[src/rtl/clock_reset_pkg.sv]
// Shared types and constants for the clock_reset block: lock sequencer states,
// GPIO status bit layout and the sequencer counter sizing helper.
package clock_reset_pkg;

    typedef enum logic [2:0] {
        SWITCH,
        HOLD_RST,
        WAIT_LOCK,
        STABLE,
        RUN,
        FAULT
    } lockseq_state_t;

    // Status field offsets inside one wizard's gpiops_i slice; the mclk wizard sits at GPIO_MCLK_BASE.
    localparam int unsigned GPIO_CLK_LOCKED_BIT   = 0;
    localparam int unsigned GPIO_LOCK_FAULT_BIT   = 1;
    localparam int unsigned GPIO_DOMAIN_RESET_BIT = 2;
    localparam int unsigned GPIO_RELOCK_COUNT_LSB = 8;
    localparam int unsigned GPIO_RELOCK_COUNT_W   = 8;
    localparam int unsigned GPIO_CLK_BASE         = 0;
    localparam int unsigned GPIO_MCLK_BASE        = 16;

    // Width of a counter that must reach (largest duration - 1).
    function automatic int lockseq_cnt_w(input int a, input int b, input int c, input int d);
        int m;
        m = a;
        if (b > m) m = b;
        if (c > m) m = c;
        if (d > m) m = d;
        return (m > 1) ? $clog2(m) : 1;
    endfunction

endpackage

[src/rtl/lockseq_sync.sv]
// Async-reset multi-flop synchronizer for a single level signal crossing into clk.
module lockseq_sync #(
    parameter int SYNC_FF = 2
) (
    input  logic clk,
    input  logic rst_n,
    input  logic d,
    output logic q
);

    (* ASYNC_REG = "TRUE" *) logic [SYNC_FF-1:0] sync_q;

    always_ff @(posedge clk or negedge rst_n) begin
        if (!rst_n) begin
            sync_q <= '0;
        end else begin
            sync_q <= {sync_q[SYNC_FF-2:0], d};
        end
    end

    assign q = sync_q[SYNC_FF-1];

endmodule

[src/rtl/clkwiz_lock_seq.sv]
// pl_clk0-domain sequencer for one clocking wizard: source select, wizard reset,
// LOCKED qualification and the generated-domain reset request.
module clkwiz_lock_seq
    import clock_reset_pkg::*;
#(
    parameter int SYNC_FF       = 2,
    parameter int SWITCH_CYCLES = 8,
    parameter int RST_CYCLES    = 16,
    parameter int LOCK_TIMEOUT  = 1048576,
    parameter int LOCK_STABLE   = 256
) (
    input  logic       pl_clk0,
    input  logic       pl_reset_n,
    input  logic       clk_reset_req,
    input  logic       sys_reset,
    input  logic       clkin_src_sel,
    input  logic       clkwiz_locked_async,
    output logic       mux_sel,
    output logic       clkwiz_reset,
    output logic       clk_locked,
    output logic       domain_reset,
    output logic       lock_fault,
    output logic [7:0] relock_count
);

    localparam int CNT_W = lockseq_cnt_w(SWITCH_CYCLES, RST_CYCLES, LOCK_TIMEOUT, LOCK_STABLE);

    // Each timed state starts the counter at 0 and leaves on the cycle it reads N-1.
    localparam logic [CNT_W-1:0] SWITCH_LAST  = CNT_W'(SWITCH_CYCLES - 1);
    localparam logic [CNT_W-1:0] RST_LAST     = CNT_W'(RST_CYCLES - 1);
    localparam logic [CNT_W-1:0] TIMEOUT_LAST = CNT_W'(LOCK_TIMEOUT - 1);
    localparam logic [CNT_W-1:0] STABLE_LAST  = CNT_W'(LOCK_STABLE - 1);

    lockseq_state_t   state;
    lockseq_state_t   next_state;
    logic [CNT_W-1:0] cnt;
    logic             cnt_clr;
    logic             req_q;
    logic             req_rise;
    logic             src_change;
    logic             locked_s;

    lockseq_sync #(
        .SYNC_FF (SYNC_FF)
    ) u_locked_sync (
        .clk   (pl_clk0),
        .rst_n (pl_reset_n),
        .d     (clkwiz_locked_async),
        .q     (locked_s)
    );

    assign req_rise   = clk_reset_req & ~req_q;
    assign src_change = clkin_src_sel != mux_sel;

    always_comb begin
        // NOTE: defaults first, so no branch of the case below can infer a latch.
        next_state = state;
        cnt_clr    = 1'b0;

        case (state)
            SWITCH: begin
                if (cnt == SWITCH_LAST) begin
                    next_state = HOLD_RST;
                    cnt_clr    = 1'b1;
                end
            end
            HOLD_RST: begin
                // A held request keeps restarting the minimum reset window.
                if (clk_reset_req) begin
                    cnt_clr = 1'b1;
                end else if (cnt == RST_LAST) begin
                    next_state = WAIT_LOCK;
                    cnt_clr    = 1'b1;
                end
            end
            WAIT_LOCK: begin
                if (locked_s) begin
                    next_state = STABLE;
                    cnt_clr    = 1'b1;
                end else if (cnt == TIMEOUT_LAST) begin
                    next_state = FAULT;
                    cnt_clr    = 1'b1;
                end
            end
            STABLE: begin
                if (!locked_s) begin
                    next_state = WAIT_LOCK;
                    cnt_clr    = 1'b1;
                end else if (cnt == STABLE_LAST) begin
                    next_state = RUN;
                    cnt_clr    = 1'b1;
                end
            end
            RUN: begin
                cnt_clr = 1'b1;
                if (!locked_s) next_state = HOLD_RST;
            end
            FAULT: begin
                cnt_clr = 1'b1;
            end
            default: begin
                next_state = HOLD_RST;
                cnt_clr    = 1'b1;
            end
        endcase

        // Restart events override whatever the current state decided.
        if (src_change) begin
            next_state = SWITCH;
            cnt_clr    = 1'b1;
        end else if (req_rise) begin
            next_state = HOLD_RST;
            cnt_clr    = 1'b1;
        end
    end

    always_ff @(posedge pl_clk0 or negedge pl_reset_n) begin
        if (!pl_reset_n) begin
            state        <= HOLD_RST;
            cnt          <= '0;
            req_q        <= 1'b0;
            mux_sel      <= 1'b0;
            clkwiz_reset <= 1'b1;
            clk_locked   <= 1'b0;
            domain_reset <= 1'b1;
            lock_fault   <= 1'b0;
            relock_count <= '0;
        end else begin
            // NOTE: non-blocking throughout, so every register samples pre-edge values.
            state        <= next_state;
            cnt          <= cnt_clr ? '0 : cnt + CNT_W'(1);
            req_q        <= clk_reset_req;
            // mux_sel only moves on SWITCH entry, so the BUFGMUX select never glitches.
            if (src_change) mux_sel <= clkin_src_sel;
            // Outputs are decoded from next_state so they change together with the state.
            clkwiz_reset <= next_state inside {SWITCH, HOLD_RST, FAULT};
            clk_locked   <= next_state == RUN;
            domain_reset <= sys_reset | (next_state != RUN);
            lock_fault   <= next_state == FAULT;
            if (state == RUN && !locked_s && relock_count != 8'hFF) begin
                relock_count <= relock_count + 8'd1;
            end
        end
    end

endmodule
[config.mk]
export PLATFORM = sky130hd
export DESIGN_NAME = clkwiz_lock_seq
export DESIGN_NICKNAME = d
export VERILOG_FILES = /design/src/rtl/clock_reset_pkg.sv /design/src/rtl/lockseq_sync.sv /design/src/rtl/clkwiz_lock_seq.sv
export SDC_FILE = /design/constraint.sdc
export NUM_CORES = 1
export LEC_CHECK = 0
export CAP_MARGIN = 20
export CELL_PAD_IN_SITES_DETAIL_PLACEMENT = 0
export CELL_PAD_IN_SITES_GLOBAL_PLACEMENT = 1
export CORE_ASPECT_RATIO = 1.5
export CORE_MARGIN = 8
export CORE_UTILIZATION = 51
export CTS_BUF_LIST = sky130_fd_sc_hd__clkbuf_8
export CTS_CLUSTER_SIZE = 20
export DETAILED_ROUTE_END_ITERATION = 7
export PLACE_DENSITY_LB_ADDON = 0.1
export SYNTH_ARGS = -nofsm -noshare
export SYNTH_HDL_FRONTEND = slang
export SYNTH_SLANG_ARGS = --single-unit
export TNS_END_PERCENT = 10
[constraint.sdc]
create_clock -name pl_clk0 -period 5.25 [get_ports pl_clk0]
set_input_delay 1.05 -clock pl_clk0 [delete_from_list [all_inputs] [get_ports pl_clk0]]
set_output_delay 1.05 -clock pl_clk0 [all_outputs]
set_load 0.01 [all_outputs]
==> implementation parameters, run 1 <==
Parameter                              Value

Logic synthesis
  Distinct cells, synth ... between 40 and 50
  Top-area cell type share of the netlist area ... between 40% and 50%
  Fraction of synthesis flops using an asynchronous set or reset pin ... 100%
  Leading register cell type out of synthesis ... dfrtp_1
  Most used standard cells in the synthesized netlist ... 36 x dfrtp_1, 20 x nor3_2, 15 x xor2_1
  Area contributors post-synth ... dfrtp_1 43%, nor3_2 9.6%, xor2_1 6.3%
  Yosys warns ... 0
  Average cell area after synthesis ... around 11 µm²
  Post-synth net total ... ~190
  Cell count after synthesis ... approximately 190
  Mapped cell area ... ~2100 µm²
  Leading area contributor after synthesis ... dfrtp_1
  Count of flip-flops with a built-in enable after synthesis ... 0
  Number of synthesized register bits ... 39
  Count leader, synth ... dfrtp_1
  Sequential area share after synthesis ... between 40 and 50%

Setup path
  Top cell family by delay on the critical path ... simple AND/OR/NAND/NOR gates
  Kind of start point of the critical path ... input pin
  Crit-path max FO ... 20
  Critical path, cell by cell ... clkdlybuf4s50_1, xor2_1, or2_2, or4_4, nor3_2
  Worst setup EP type ... flop
  Worst stage delay on the critical path ... ~0.71 ns
  Cell with the biggest individual delay on the critical path ... or4_4
  Buffering stage count on the worst path with inverters included ... 1
  Path type of the worst setup path ... input pin to flop
  Data arrival at the endpoint of the critical path ... roughly 3 ns
  Required time worst endpoint ... roughly 5.5 ns

Clocking
  Clock slew seen by the registers of the worst setup and hold paths ... around 0.07 ns
  Clk sinks ... 39
  Clock latency of the later-clocked register in the worst-skew pair ... about 0.30 ns
  Number of buffers inserted during clock tree synthesis ... 5
  Number of buffers on the longest clock path ... 2
  # hold bufs at CTS ... 0
  Root buffer cell ... clkbuf_8
  Total number of H-tree levels ... 2
  Cts repair resizes ... 0
  TritonCTS clock tree ... built
  Setup fix buffers added after clock tree synthesis ... 0

STA
  Worst hold slack ... ~0.36 ns
  Headroom to the max-slew limit ... a little over two fifths
  Post-route clock skew ... about 0.0093 ns
  Setup repair after global routing missed its margin ... no
  Final period demand of the worst path ... ~2.7 ns
  Max-slew violations ... 0
  Upper clock frequency limit ... around 370 MHz
  Final setup margin ... about 2.5 ns
  Setup violation total in the final timing report ... 0
  Actual transition at the worst max-transition pin ... between 0.8 and 0.9 ns
  Fin crit share ... between 50 and 60%
  Hold violation count in the final report ... 0
  Post-route setup TNS ... 0 ns

GRT
  Wire length of the first global-routing pass ... about 7100 µm
  Antenna violations before repair ... 0
  Pin count of the biggest net entering global routing ... 40
  Number of global-route vias before repair ... 1,508
  Congestion Overflow GR ... 0
  Total global-route track usage ... 14.3%

Floorplanning
  Die width ... 68.2 µm
  Initial core utilization ... roughly 53%
  Number of core rows ... 28
  Area of the die ... ~6400 µm²
  Vert. Die Dim ... around 94 µm
  Number of top-level pins ... 19
  Placeable core region ... between 3000 and 4000 µm²

Routing
  Routed WL per cell ... 16.3 µm
  Via Count ... approximately 1,500
  Antenna Violating Nets Remaining ... 0
  DRC violation total after the first TritonRoute iteration ... around 60
  Per-cell via count in the routed design ... 5.91
  Drt total wl ... between 4000 and 5000 µm
  Number of remaining DRC errors ... 0
  Count of TritonRoute iterations in the first routing pass ... 4

Power
  Peak ir drop on the vdd network ... between 0.2 and 0.25 mV
  Net switching power of the design ... between 0.0001 and 0.00015 W
  Static leakage power ... ~0.99 nW
  Relative contribution of the clock network to total power ... ~45%
  Sequential power share ... 48.3%
  Combinational group share of total power ... under 10%
  Switching fraction of total power ... a little over a fifth
  Cell-internal power ... ~0.00051 W
  Pwr per Cell Area ... approximately 270 nW/µm²

Hold path
  Class of the most critical hold timing path ... flop to flop

Placement
  Half-perimeter wire length after placement ... about 2900 µm
  Buffers on Ports ... 18
  Worst-case setup slack after placement ... 2.20 ns
  Final Wtd Congestion ... about 0.85

Layout
  Number of filler instances in the final layout ... about 340
  Final Net Count ... 212
  Synth-to-Final Area Change ... 15.1%
  Fraction of layout instances using a drive strength above 1 ... between 20% and 30%
  Antenna fix cells ... 0

Outcome
  Outcome ... completed

Run
  Max-Cap Viols ... 0
-- cells in the final DEF, fill, tap and decap left out, types with 5 or more instances in the layout --
master            n
nand2_1           9
nor4_1            6
xor2_1           15
nor2_1            9
nand3_1          11
xnor2_1          11
nand4_1           7
clkdlybuf4s50_1  17
clkbuf_8          5
nor3_2           20
and3_1            9
dfrtp_1          36
-- layer usage --
metal,vias up,wire (µm),track usage (%),part of all wire (%)
met5,-,0,0,0
met4,0,67,5.15,1.6
met3,5,183,3.58,4.5
met2,28,2180,24.4,53
met1,739,1650,16.4,40
li1,706,-,-,-
-- path summary, 6_finish.rpt --
| kind | start | endpoint | slack (ns) | cells after the start |
|---|---|---|---|---|
| max in group asynchronous | pl_reset_n | cnt[5]$_DFF_PN0_ | 3.84 | 1 |
| min | u_locked_sync.sync_q[0]$_DFF_PN0_ | u_locked_sync.sync_q[1]$_DFF_PN0_ | 0.36 | 0 |
| max | clkin_src_sel | cnt[2]$_DFF_PN0_ | 2.52 | 5 |
| max reg2reg | cnt[0]$_DFF_PN0_ | cnt[2]$_DFF_PN0_ | 3.07 | 6 |
| min in group asynchronous | pl_reset_n | relock_count[3]$_DFFE_PN0P_ | 0.86 | 1 |
| min reg2reg | u_locked_sync.sync_q[0]$_DFF_PN0_ | u_locked_sync.sync_q[1]$_DFF_PN0_ | 0.36 | 0 |
-- cell families (layout without fill, tap and decap cells) --
group	Yosys count	in the layout	share of synthesized area (%)
XOR/XNOR	26	26	10.9
flip-flops	39	39	47.0
adder cells (fa/ha/maj)	2	2	1.20
AO/OA/AOI/OAI	13	13	5.58
AND/OR/NAND/NOR	95	95	31.4
multiplexers	1	1	0.540
buffers and inverters	10	29	3.36
-- power groups by stage --
stage / sequential, W / clock (W) / combinational [W]
after floorplan: 0.000316 / 0 / 0.0000307
after global placement: 0.000318 / 0 / 0.0000415
after detailed placement: 0.000319 / 0 / 0.0000431
after CTS: 0.000313 / 0.000299 / 0.0000432
after global routing: 0.000314 / 0.000313 / 0.0000468
final: 0.000313 / 0.000293 / 0.0000418
-- per-stage QoR --
step / utilization, % / instance area [µm²] / power (W) / std cells
floorplan: - / 2090 / 0.000347 / 186
global placement: 57.8 / 2270 / 0.000360 / 242
detailed placement: 57.8 / 2270 / 0.000362 / 242
CTS: 61.2 / 2400 / 0.000655 / 250
global route: 61.2 / 2400 / 0.000674 / 250
finish: 61.2 / 2400 / 0.000648 / 250
-- registers in the layout, indices dropped and copies added (netlist names) --
register	flops
relock_count	8
mux_sel	1
cnt	20
lock_fault	1
state	3
u_locked_sync.sync_q	2
req_q	1
clk_locked	1
clkwiz_reset	1
domain_reset	1
-- final cells by class --
cell class	instances	area (µm²)	area share, %
Inverter	2	7.51	0.313
Timing Repair Buffer	19	183	7.61
Multi-Input combinational cell	137	1040	43.4
Clock buffer	5	68.8	2.87
Tap cell	45	56.3	2.35
Clock inverter	3	63.8	2.66
Sequential cell	39	980	40.8
Note: power is estimated with default switching activity, not from simulation.
==> run 2, diff against run 1 <==
Settings changed: CORE_UTILIZATION 51 to 43.
Clock period 5.25 ns to 2.4 ns, I/O delays scaled along.
==> run 2 against run 1 <==
Clock skew rose by 0.0014 ns. Highest routed layer unchanged. Final cell count grew 9.2%. Count of clock-buffer cells in the layout unchanged.
==> implementation parameters, run 2 (synthesis gave the netlist of run 1 again) <==
Parameter                              Value

Clocking
  Root buffer cell ... clkbuf_8
  Clk sinks ... 39 (unchanged)
  Setup fix buffers added after clock tree synthesis ... 0 (unchanged)
  Clock slew seen by the registers of the worst setup and hold paths ... 0.08 ns (about the same)
  Cts repair resizes ... 0 (unchanged)
  Number of buffers on the longest clock path ... 2 (unchanged)
  TritonCTS clock tree ... built
  Number of buffers inserted during clock tree synthesis ... 5 (unchanged)
  Clock latency of the later-clocked register in the worst-skew pair ... 0.29 ns (about the same)
  Total number of H-tree levels ... 2 (unchanged)
  # hold bufs at CTS ... 0 (unchanged)

Routing
  Per-cell via count in the routed design ... 5.46 (-7.6%)
  Via Count ... 1,491 (+0.88%)
  Count of TritonRoute iterations in the first routing pass ... 4 (unchanged)
  Routed WL per cell ... 15.7 µm (-4.0%)
  DRC violation total after the first TritonRoute iteration ... 76 (+29%)
  Number of remaining DRC errors ... 0 (unchanged)
  Drt total wl ... 4280 µm (+4.9%)
  Antenna Violating Nets Remaining ... 0 (unchanged)

STA
  Fin crit share ... 91.5%
  Post-route setup TNS ... 0 ns (unchanged)
  Final period demand of the worst path ... 2.20 ns
  Final setup margin ... 0.204 ns (-2.32 ns)
  Max-slew violations ... 0 (unchanged)
  Upper clock frequency limit ... around 460 MHz
  Worst hold slack ... 0.290 ns (-0.0697 ns)
  Headroom to the max-slew limit ... 43.5% (+0.73 points)
  Setup repair after global routing missed its margin ... no
  Hold violation count in the final report ... 0 (unchanged)
  Post-route clock skew ... 0.0107 ns (+0.00137 ns)
  Setup violation total in the final timing report ... 0 (unchanged)
  Actual transition at the worst max-transition pin ... 0.848 ns (-0.0109 ns)

Placement
  Half-perimeter wire length after placement ... 3050 µm (+4.8%)
  Worst-case setup slack after placement ... -0.0266 ns (-2.23 ns)
  Final Wtd Congestion ... 0.787 (-7.6%)
  Buffers on Ports ... 18 (unchanged)

Floorplanning
  Area of the die ... 7380 µm² (+15%)
  Number of core rows ... 31 (+11%)
  Vert. Die Dim ... 101 µm (+7.4%)
  Initial core utilization ... 43.7% (-9.4 points)
  Placeable core region ... 4770 µm² (+22%)
  Die width ... 72.9 µm (+6.8%)
  Number of top-level pins ... 19 (unchanged)

Layout
  Antenna fix cells ... 0 (unchanged)
  Fraction of layout instances using a drive strength above 1 ... 20.8% (+0.29 points)
  Flip-flop count of the largest register after layout ... 20 (unchanged)
  Register containing the most flip-flops in the final layout ... cnt
  Most common cell after layout, fill and taps aside ... dfrtp_1
  Synth-to-Final Area Change ... 15.2%
  Registers with the most flip-flops ... cnt x20, relock_count x8, state x3
  Utilization after layout ... 50.4% (-11 points)
  Commonest cells after routing, fill and taps aside ... 36 x dfrtp_1, 20 x nor3_2, 17 x clkdlybuf4s50_1, 15 x xor2_1
  Final Net Count ... 214 (+0.94%)

GRT
  Pin count of the biggest net entering global routing ... 40 (unchanged)
  Total global-route track usage ... 12.6% (-1.7 points)
  Congestion Overflow GR ... 0 (unchanged)
  Antenna violations before repair ... 0 (unchanged)
  Wire length of the first global-routing pass ... 7220 µm (+1.6%)
  Number of global-route vias before repair ... 1,466 (-2.8%)

Setup path
  Worst setup EP type ... flop
  Data arrival at the endpoint of the critical path ... 2.40 ns (-0.54 ns)
  Crit-path max FO ... 20 (unchanged)
  Timing startpoint of the critical path ... cnt[0]$_DFF_PN0_
  Kind of start point of the critical path ... flop
  Required time worst endpoint ... 2.60 ns (-2.86 ns)
  Path type of the worst setup path ... flop to flop
  Startpoint of the worst register-to-register path ... cnt[0]$_DFF_PN0_

Outcome
  Outcome ... completed

Hold path
  Class of the most critical hold timing path ... input pin to asynchronous set/reset pin

Power
  Static leakage power ... 0.980 nW (-0.66%)
  Peak ir drop on the vdd network ... 0.231 mV (-5.6%)
  Pwr per Cell Area ... 500 nW/µm² (+85%)

Run
  Max-Cap Viols ... 0 (unchanged)
==> run 2: changes by cell type in the layout (fill, tap and decap cells not counted), sizes merged <==
cell    delta
bufinv     -2
buf        +2
inv        +1
clkinv     +1
==> run 2: area by class of cell <==
cell class	count	area, µm²
Clock buffer	5	68.8
Sequential cell	39	980
Multi-Input combinational cell	137	1040
Tap cell	66	82.6
Fill cell	461	2370
Inverter	2	7.51
Timing Repair Buffer	21	210
Clock inverter	3	12.5
==> run 2: through the flow <==
stage	power, W	instances	area [µm²]
final	0.00120	273	2400
after global routing	0.00126	273	2400
after detailed placement	0.000801	265	2320
after floorplan	0.000759	186	2090
after CTS	0.00122	273	2400
after global placement	0.000795	265	2320
==> run 2: path summary, 6_finish.rpt <==
| check | cells after the start | slack [ns] | endpoint |
|---|---|---|---|
| worst min-delay path | 1 | 0.29 | relock_count[2]$_DFFE_PN0P_ |
| worst max register to register | 6 | 0.20 | cnt[10]$_DFF_PN0_ |
| max in group asynchronous | 1 | 1.57 | cnt[11]$_DFF_PN0_ |
| min in group pl_clk0 | 0 | 0.38 | u_locked_sync.sync_q[1]$_DFF_PN0_ |
| worst max-delay path | 6 | 0.20 | cnt[10]$_DFF_PN0_ |
| worst min register to register | 0 | 0.38 | u_locked_sync.sync_q[1]$_DFF_PN0_ |
==> run 2: power breakdown <==
group | internal, W | total (W) | switching (W)
clock network | 0.000195 | 0.000417 | 0.000221
logic | 0.0000391 | 0.0000993 | 0.0000601
registers | 0.000670 | 0.000686 | 0.0000157
==> run 2: routing by layer <==
| metal | GRT usage [%] | up-vias | wire length, µm |
|---|---|---|---|
| li1 | - | 711 | - |
| met1 | 13.7 | 734 | 1720 |
| met2 | 22.3 | 37 | 2300 |
| met3 | 3.07 | 9 | 193 |
| met4 | 5.11 | 0 | 70 |
| met5 | 0 | - | 0 |
==> run 2: worst max-delay path, cell delays in order (launching register included) <==
cell,delay [ns]
dfrtp_1,0.43
ha_1,0.28
nand3_1,0.19
nor3_2,0.12
a22o_1,0.24
or4_4,0.61
nor3_2,0.22
